### src/rtl/udma_ctrl_dp_out_buf.sv
// udma_ctrl_dp_out_buf: aligning/masking FIFO between L2 read responses and the uDMA data-plane output.
// Define UDMA_CTRL_DP_OUT_BUF_STATS_EN to add saturating word/stall/overflow counters.
module udma_ctrl_dp_out_buf #(
   parameter int DEPTH  = 4,
   parameter int CH_W   = 5,
   parameter int DATA_W = 32
) (
   input  logic                     clk,
   input  logic                     reset_n,
   input  logic                     clear_i,
   input  logic                     l2_rvalid_i,
   output logic                     l2_rready_o,
   input  logic [DATA_W-1:0]        l2_rdata_i,
   input  logic [CH_W-1:0]          l2_rid_i,
   input  logic [1:0]               l2_rsize_i,
   input  logic [1:0]               l2_roffs_i,
   output logic                     dp_valid_o,
   input  logic                     dp_ready_i,
   output logic [DATA_W-1:0]        dp_data_o,
   output logic [CH_W-1:0]          dp_ch_o,
   output logic [1:0]               dp_size_o,
   output logic                     dp_err_o,
   output logic [$clog2(DEPTH):0]   level_o
`ifdef UDMA_CTRL_DP_OUT_BUF_STATS_EN
   ,
   output logic [15:0]              stat_words_o,
   output logic [15:0]              stat_stall_o,
   output logic [15:0]              stat_ovf_o
`endif
);
   localparam int AW = $clog2(DEPTH);
   localparam int LW = AW + 1;

   typedef struct packed {
      logic [DATA_W-1:0] data;
      logic [CH_W-1:0]   ch;
      logic [1:0]        size;
      logic              err;
   } entry_t;

   entry_t            mem [DEPTH];
   entry_t            in_entry;
   logic [AW-1:0]     wr_ptr, rd_ptr;
   logic [LW-1:0]     level;
   logic [DATA_W-1:0] shifted;
   logic              push, pop;

   assign push        = l2_rvalid_i && l2_rready_o;
   assign pop         = dp_valid_o && dp_ready_i;
   assign l2_rready_o = level != LW'(DEPTH);
   assign dp_valid_o  = level != '0;
   assign level_o     = level;
   assign dp_data_o   = mem[rd_ptr].data;
   assign dp_ch_o     = mem[rd_ptr].ch;
   assign dp_size_o   = mem[rd_ptr].size;
   assign dp_err_o    = mem[rd_ptr].err;

   // Reserved size 3 falls through to the full-word mask.
   always_comb begin
      shifted       = l2_rdata_i >> {l2_roffs_i, 3'b000};
      in_entry.data = l2_rsize_i == 2'd0 ? {{(DATA_W-8){1'b0}}, shifted[7:0]} :
                      l2_rsize_i == 2'd1 ? {{(DATA_W-16){1'b0}}, shifted[15:0]} : shifted;
      in_entry.ch   = l2_rid_i;
      in_entry.size = l2_rsize_i;
      in_entry.err  = l2_rsize_i == 2'd3 || (l2_rsize_i == 2'd1 && l2_roffs_i == 2'd3) ||
                      (l2_rsize_i == 2'd2 && l2_roffs_i != 2'd0);
   end

   always_ff @(posedge clk or negedge reset_n) begin
      if (!reset_n) begin
         wr_ptr <= '0;
         rd_ptr <= '0;
         level  <= '0;
         for (int i = 0; i < DEPTH; i++) mem[i] <= '0;
      end else if (clear_i) begin
         wr_ptr <= '0;
         rd_ptr <= '0;
         level  <= '0;
      end else begin
         if (push) begin
            mem[wr_ptr] <= in_entry;
            wr_ptr      <= wr_ptr + AW'(1);
         end
         if (pop) rd_ptr <= rd_ptr + AW'(1);
         level <= level + LW'(push) - LW'(pop);
      end
   end

`ifdef UDMA_CTRL_DP_OUT_BUF_STATS_EN
   always_ff @(posedge clk or negedge reset_n) begin
      if (!reset_n) begin
         stat_words_o <= '0;
         stat_stall_o <= '0;
         stat_ovf_o   <= '0;
      end else if (clear_i) begin
         stat_words_o <= '0;
         stat_stall_o <= '0;
         stat_ovf_o   <= '0;
      end else begin
         if (pop && stat_words_o != 16'hFFFF) stat_words_o <= stat_words_o + 16'd1;
         if (dp_valid_o && !dp_ready_i && stat_stall_o != 16'hFFFF) stat_stall_o <= stat_stall_o + 16'd1;
         if (l2_rvalid_i && !l2_rready_o && stat_ovf_o != 16'hFFFF) stat_ovf_o <= stat_ovf_o + 16'd1;
      end
   end
`endif
endmodule

### config.mk
export PLATFORM = sky130hd
export DESIGN_NAME = udma_ctrl_dp_out_buf
export DESIGN_NICKNAME = d
export VERILOG_FILES = /design/src/rtl/udma_ctrl_dp_out_buf.sv
export SDC_FILE = /design/constraint.sdc
export NUM_CORES = 1
export LEC_CHECK = 0
export ABC_CLOCK_PERIOD_IN_PS = 2610
export BUFFER_PORTS_ARGS = -buffer_cell sky130_fd_sc_hd__buf_2
export CORE_ASPECT_RATIO = 2
export CORE_MARGIN = 3
export CORE_UTILIZATION = 45
export CTS_BUF_LIST = sky130_fd_sc_hd__clkbuf_4 sky130_fd_sc_hd__clkbuf_8
export DETAILED_ROUTE_END_ITERATION = 7
export HOLD_SLACK_MARGIN = 0.02
export PLACE_DENSITY = 0.73
export SLEW_MARGIN = 20
export SYNTH_ARGS = -nofsm -noshare
export SYNTH_HDL_FRONTEND = slang
export SYNTH_SLANG_ARGS = --single-unit
### constraint.sdc
create_clock -name clk -period 2.61 [get_ports clk]
set_input_delay 0.3915 -clock clk [delete_from_list [all_inputs] [get_ports clk]]
set_output_delay 0.3915 -clock clk [all_outputs]
set_load 0.02 [all_outputs]
==> metrics.yaml, run 1 <==
setup_tns_ps: 0
ys_types: 37
maxCapViolCount: 0
io_pins: 91
cp.required_ps: 2220
cts_buffers: 17
setup_viol: 0
post_drt_wl_per_cell_um: 23.22
yosys_warnings: 0
fill_cells: 1451
worstPathArrival_ps: 2080
p_seq_share_pct: 42.1
slew_viol_final: 0
hold_viol: 0
path_cells: "buf_12 > mux4_2 > buf_2"
rsz0062_at_grt: "no"
port_buffers: 90
use_met1_pct: 24.89
powerDensity_nw_per_um2: 1014
drt_wl_total_mm: 20.13
peakVddDrop_mv: 0.4451
avgSynthCellArea_um2: 14.58
clock_skew_ps: 16.26
dp_hpwl_mm: 14.51
cp_top_family: "flip-flops"
status: "finished, final reports clean"
yosysSeqAreaShare_pct: 51.54
die-height_um: 195.8
clk_pin_slew_ps: 80
multi_input_area_um2: 3677
overflow: 0
area_growth_pct: 13.96
die_w_um: 100.9
htree_num_levels: 4
start_util_pct: 46.49
internal_power_mw: 6.159
clkSinkCount: 167
synthesis.nets: 609
regArea_um2: 4184
synth_top_area_share_pct: 51.54
cp-start-kind: "register"
worstHoldPathType: "in -> reg"
die-area_um2: 19760
clock-root-buffer: "clkbuf_8"
crit_path_start: "rd_ptr[0]"
via_count: 5249
drc_errors: 0
drt_first_pass_iters: 4
drive_gt1_share_pct: 49.16
min_period_over_period_pct: 94.55
crit_buf_inv: 2
fmax_mhz: 405.2
max_stage_delay_ps: 590
drt_first_iter_violations: 283
ant_nets: 0
synth_area_leaders: "dfrtp_1 (52%), mux2_2 (17%), mux4_2 (13%)"
slew_headroom_pct: 33.40
grt_start_max_net_pins: 74
min_from: "clear_i"
ys_ff_latch: 167
vias_per_cell: 6.054
fin_nets: 697
antenna_found_initial: 0
comb_power_share_pct: 37.1
grt_pass1_vias: 5784
endpoint_kind: "primary output"
max_slew.worst_pin.slew_ps: 999.0
p_clk_share_pct: 20.9
clockBufferDepth: 2
grt_pass1_wl_mm: 31.97
globalplace.congestion: 0.8769
finalCriticalPeriod_ps: 2468
cts_tree: "built"
grt_usage_pct: 21.59
postSynthCellCount: 556
use_met2_pct: 37.15
critical_path_class: "reg -> out"
core-area_um2: 17440
grtUsageMet3_pct: 4.626
p_switching_mw: 3.214
grt-busiest-layer: "met2"
yosysTopAreaCell: "dfrtp_1"
p_leak_nw: 4.242
switching_share_pct: 34.29
antenna_cells: 0
critPathSlowestCell: "dfrtp_4"
clk-insertion-delay-late_ps: 460
cts_setup_buffers: 0
r2r-start: "level_o[1]"
fp-row-count: 68
cp_max_fo: 18
syn_area_um2: 8109
total_power_mw: 9.373
layout make-up:
class	instances	area share, %
Inverter	11	0.4468
Timing Repair Buffer	109	7.054
Sequential cell	167	45.27
Multi-Input combinational cell	338	39.79
Clock inverter	11	1.598
Tap cell	210	2.843
Clock buffer	21	2.992
Yosys cell counts (all sizes together):
cell / number
a211oi: 8
a21oi: 3
and2: 16
and2b: 2
buf: 27
clkbuf: 13
clkinv: 1
dfrtp: 167
fa: 1
ha: 6
inv: 10
mux2: 128
mux2i: 8
mux4: 48
nand2: 1
nand2b: 2
nand3: 6
nand3b: 1
nor2: 13
nor2b: 9
nor3: 1
nor3b: 2
o21ai: 20
o311ai: 1
o31a: 1
o31ai: 56
or2: 1
or3: 1
xnor2: 1
xor2: 2
worst register-to-register path: stages, from the launching register on:
cell and delay, ps:
dfrtp_1 490, nor3b_4 260, inv_2 120, nand2_1 90, ha_1 230, inv_1 60
ha_1 130, inv_1 50, fa_1 370, xor2_1 160, and2_1 160, nor3_1 120
through the flow:
step | std cells | instance area [um^2] | hold WS, ps | util (%) | worst slack (ps)
floorplan | 556 | 8109 | 95.91 | - | 140.7
global placement | 834 | 8805 | 428.8 | 50.48 | 392.1
detailed placement | 834 | 8805 | 446.9 | 50.48 | 265.4
CTS | 867 | 9239 | 179.3 | 52.97 | 33.10
global route | 867 | 9241 | 197.5 | 52.98 | 62.61
finish | 867 | 9241 | 215.8 | 52.98 | 142.2
placed cells by master (no fill, tap or decap), drive strengths merged, types with 2 or more instances in the layout:
cell type / instances
o21ai: 20
nor2b: 9
a21oi: 3
mux2: 128
clkinv: 4
nor3b: 2
nand3: 6
inv: 11
dfrtp: 167
clkbuf: 21
clkinvlp: 4
buf: 108
mux2i: 8
and2b: 2
and2: 16
a211oi: 8
mux4: 48
nor2: 13
nand2b: 2
ha: 6
o31ai: 56
xor2: 2
bufinv: 3
power groups by stage:
| stage | combinational, mW | clock [mW] | sequential [mW] |
|---|---|---|---|
| floorplan | 2.55 | 0 | 3.77 |
| global placement | 3.40 | 0 | 3.88 |
| detailed placement | 3.51 | 0 | 4.00 |
| CTS | 3.53 | 2.00 | 3.94 |
| global route | 3.74 | 2.10 | 4.06 |
| finish | 3.48 | 1.96 | 3.94 |
path summary, 6_finish.rpt:
kind	cells after the start	slack, ps	to
min in group asynchronous	2	520	mem[29]
worst max-delay path	3	140	dp_data_o[17]
worst max register to register	11	270	level_o[2]
max in group asynchronous	3	1350	mem[57]
worst min register to register	1	500	mem[118]
worst min-delay path	2	220	wr_ptr[0]
routing by layer:
metal / wire, um / up-vias
li1: - / 2287
met4: 775 / 0
met3: 1151 / 42
met5: 0 / -
met1: 7385 / 2732
met2: 10820 / 188
kinds of logic (layout without fill, tap and decap cells):
| kind of cell | Yosys count | after routing | synth area share, % |
|---|---|---|---|
| XOR/XNOR | 3 | 3 | 0.3241 |
| AND/OR/NAND/NOR | 55 | 55 | 4.166 |
| flip-flops | 167 | 167 | 51.54 |
| AO/OA/AOI/OAI | 89 | 89 | 7.561 |
| adder cells (fa/ha/maj) | 7 | 7 | 1.173 |
| multiplexers | 184 | 184 | 32.09 |
| buffers and inverters | 51 | 152 | 3.148 |
flip-flops by register name, summed over array words and instances (netlist names):
signal and cells:
mem 160, level_o 3, rd_ptr 2, wr_ptr 2
timing repair:
| action | in CTS | in global routing |
|---|---|---|
| gates resized for setup | 0 | 1 |
| hold buffers | 1 | 0 |
| endpoints found under the setup margin | 0 | 3 |
| hold endpoints to repair | 69 | 0 |
Power figures use the tool's default switching activity.
==> run 2, diff against run 1 <==
ABC_CLOCK_PERIOD_IN_PS = 2800   (was 2610)
clock period = 2.8 ns   (was 2.61 ns; I/O delays follow)
==> run 2 against run 1 <==
Flip-flop and latch count is the same. Sequential share of layout area grew 0.26 points. Clock power shrank 15%. Via count grew 0.21%. Clock-buffer cell count shrank 3. Total power shrank 8.6%. Setup slack gained 230 ps. Worst hold slack gained 13 ps. Core utilization shrank 0.33 points. Non-clock buffer count shrank 5. Die area is the same. Critical path depth is the same. Critical endpoint is now dp_data_o[3]. Largest power group unchanged.
==> metrics.yaml, run 2 (synthesis results as in run 1) <==
place_area_um2: 8792  # was 8805 um^2
top_register: "mem"  # unchanged
crit_path_start: "rd_ptr[0]"  # unchanged
maxCapViolCount: 0  # unchanged
clk-insertion-delay-late_ps: 460  # about the same
via_count: 5260  # was 5249
vias_per_cell: 6.102  # was 6.054
cp-start-kind: "register"  # unchanged
hold_viol: 0  # unchanged
clockBufferDepth: 2  # unchanged
die_w_um: 100.9  # unchanged
clock-root-buffer: "clkbuf_8"  # unchanged
cp.required_ps: 2380  # was 2220 ps
htree_num_levels: 4  # unchanged
status: "finished, final reports clean"  # unchanged
p_leak_nw: 4.218  # was 4.242 nW
cts_setup_buffers: 0  # unchanged
largest_reg_flops: 160  # unchanged
worstPathArrival_ps: 2000  # was 2080 ps
worstHoldPathType: "in -> reg"  # unchanged
clock_skew_ps: 12.81  # was 16.26 ps
core-area_um2: 17440  # unchanged
drc_errors: 0  # unchanged
slew_viol_final: 0  # unchanged
io_pins: 91  # unchanged
clkSinkCount: 167  # unchanged
drt_first_iter_violations: 233  # was 283
fp-row-count: 68  # unchanged
cts_tree: "built"  # unchanged
die-area_um2: 19760  # unchanged
final_cell_mix: "dfrtp_1 (165), mux2_2 (125), buf_2 (89), o31ai_1 (56), mux4_2 (48)"  # unchanged
final_common_cell: "dfrtp_1"  # unchanged
setup_tns_ps: 0  # unchanged
drt_first_pass_iters: 4  # unchanged
critical_path_class: "reg -> out"  # unchanged
cts_buffers: 17  # unchanged
port_buffers: 90  # unchanged
drt_wl_total_mm: 20.07  # was 20.13 mm
setup_viol: 0  # unchanged
dp_hpwl_mm: 14.31  # was 14.51 mm
r2r-start: "level_o[1]"  # unchanged
fin_nets: 692  # was 697
start_util_pct: 46.49  # unchanged
antenna_cells: 0  # unchanged
min_period_over_period_pct: 86.60
clk_pin_slew_ps: 100  # was 80 ps
grt_pass1_vias: 5943  # was 5784
peakVddDrop_mv: 0.4559  # was 0.4451 mV
total_power_mw: 8.565  # was 9.373 mW
rsz0062_at_grt: "no"  # unchanged
cp_max_fo: 18  # unchanged
grt_start_max_net_pins: 80  # was 74
globalplace.congestion: 0.9418  # was 0.8769
finalCriticalPeriod_ps: 2425
ant_nets: 0  # unchanged
finalHoldWorstSlack_ps: 229.0  # was 215.8 ps
endpoint_kind: "primary output"  # unchanged
fmax_mhz: 412.4
area_growth_pct: 13.25  # was 13.96%
overflow: 0  # unchanged
drive_gt1_share_pct: 48.77  # was 49.16%
die-height_um: 195.8  # unchanged
finalInstanceArea_um2: 9184  # was 9241 um^2
post_drt_wl_per_cell_um: 23.28  # was 23.22 um
max_slew.worst_pin.slew_ps: 1051  # was 999.0 ps
grt_usage_pct: 21.34  # was 21.59%
antenna_found_initial: 1  # was 0
grt_pass1_wl_mm: 32.00  # was 31.97 mm
min_from: "l2_rid_i[2]"  # was clear_i
powerDensity_nw_per_um2: 932.6  # was 1014 nW/um^2
slew_headroom_pct: 29.93  # was 33.40%
-- run 2: area by class of cell --
type | instances | area, um^2
Sequential cell | 167 | 4182
Fill cell | 1437 | 8258
Tap cell | 210 | 262.8
Timing Repair Buffer | 104 | 639.4
Clock buffer | 18 | 247.7
Multi-Input combinational cell | 338 | 3677
Inverter | 11 | 41.29
Clock inverter | 14 | 133.9
-- run 2: final timing paths --
| kind | end | cells past startpoint | slack (ps) |
|---|---|---|---|
| setup / recovery | dp_data_o[3] | 3 | 380 |
| hold / removal | mem[45] | 2 | 230 |
| setup reg to reg | level_o[2] | 11 | 420 |
| hold reg to reg | mem[111] | 1 | 510 |
| max in group asynchronous | mem[65] | 3 | 1460 |
| min in group asynchronous | level_o[1] | 2 | 480 |
-- run 2: what timing repair did --
item / CTS / global route
hold endpoints to repair: 50 / 0
resized for setup: 0 / 0
hold buffers: 1 / 0
endpoints found under the setup margin: 0 / 0
-- run 2: per-layer routing --
metal  part of all wire [%]  global-route usage (%)  up-vias
met4                    4.2                   11.29        2
met2                     55                   37.05      188
met3                    5.2                   4.164       51
li1                       -                       -     2276
met5                  0.045                       0        -
met1                     36                   24.33     2743
-- run 2: worst max-delay path: stages (launching register included) --
cell,delay (ps)
dfrtp_2,400
buf_4,370
mux4_2,580
buf_2,180
-- run 2: where the power goes --
part	leakage, nW	switching, mW	internal [mW]
registers	2.20	0.447	3.19
clock network	0.198	0.981	0.682
logic	1.82	1.67	1.59
-- run 2: per-stage QoR --
stage	util, %	instances	worst slack (ps)
2_1_floorplan	-	556	330.7
6_report	52.65	862	375.2
4_1_cts	52.65	862	326.3
3_3_place_gp	50.41	829	588.5
5_1_grt	52.65	862	266.0
3_5_place_dp	50.41	829	427.9
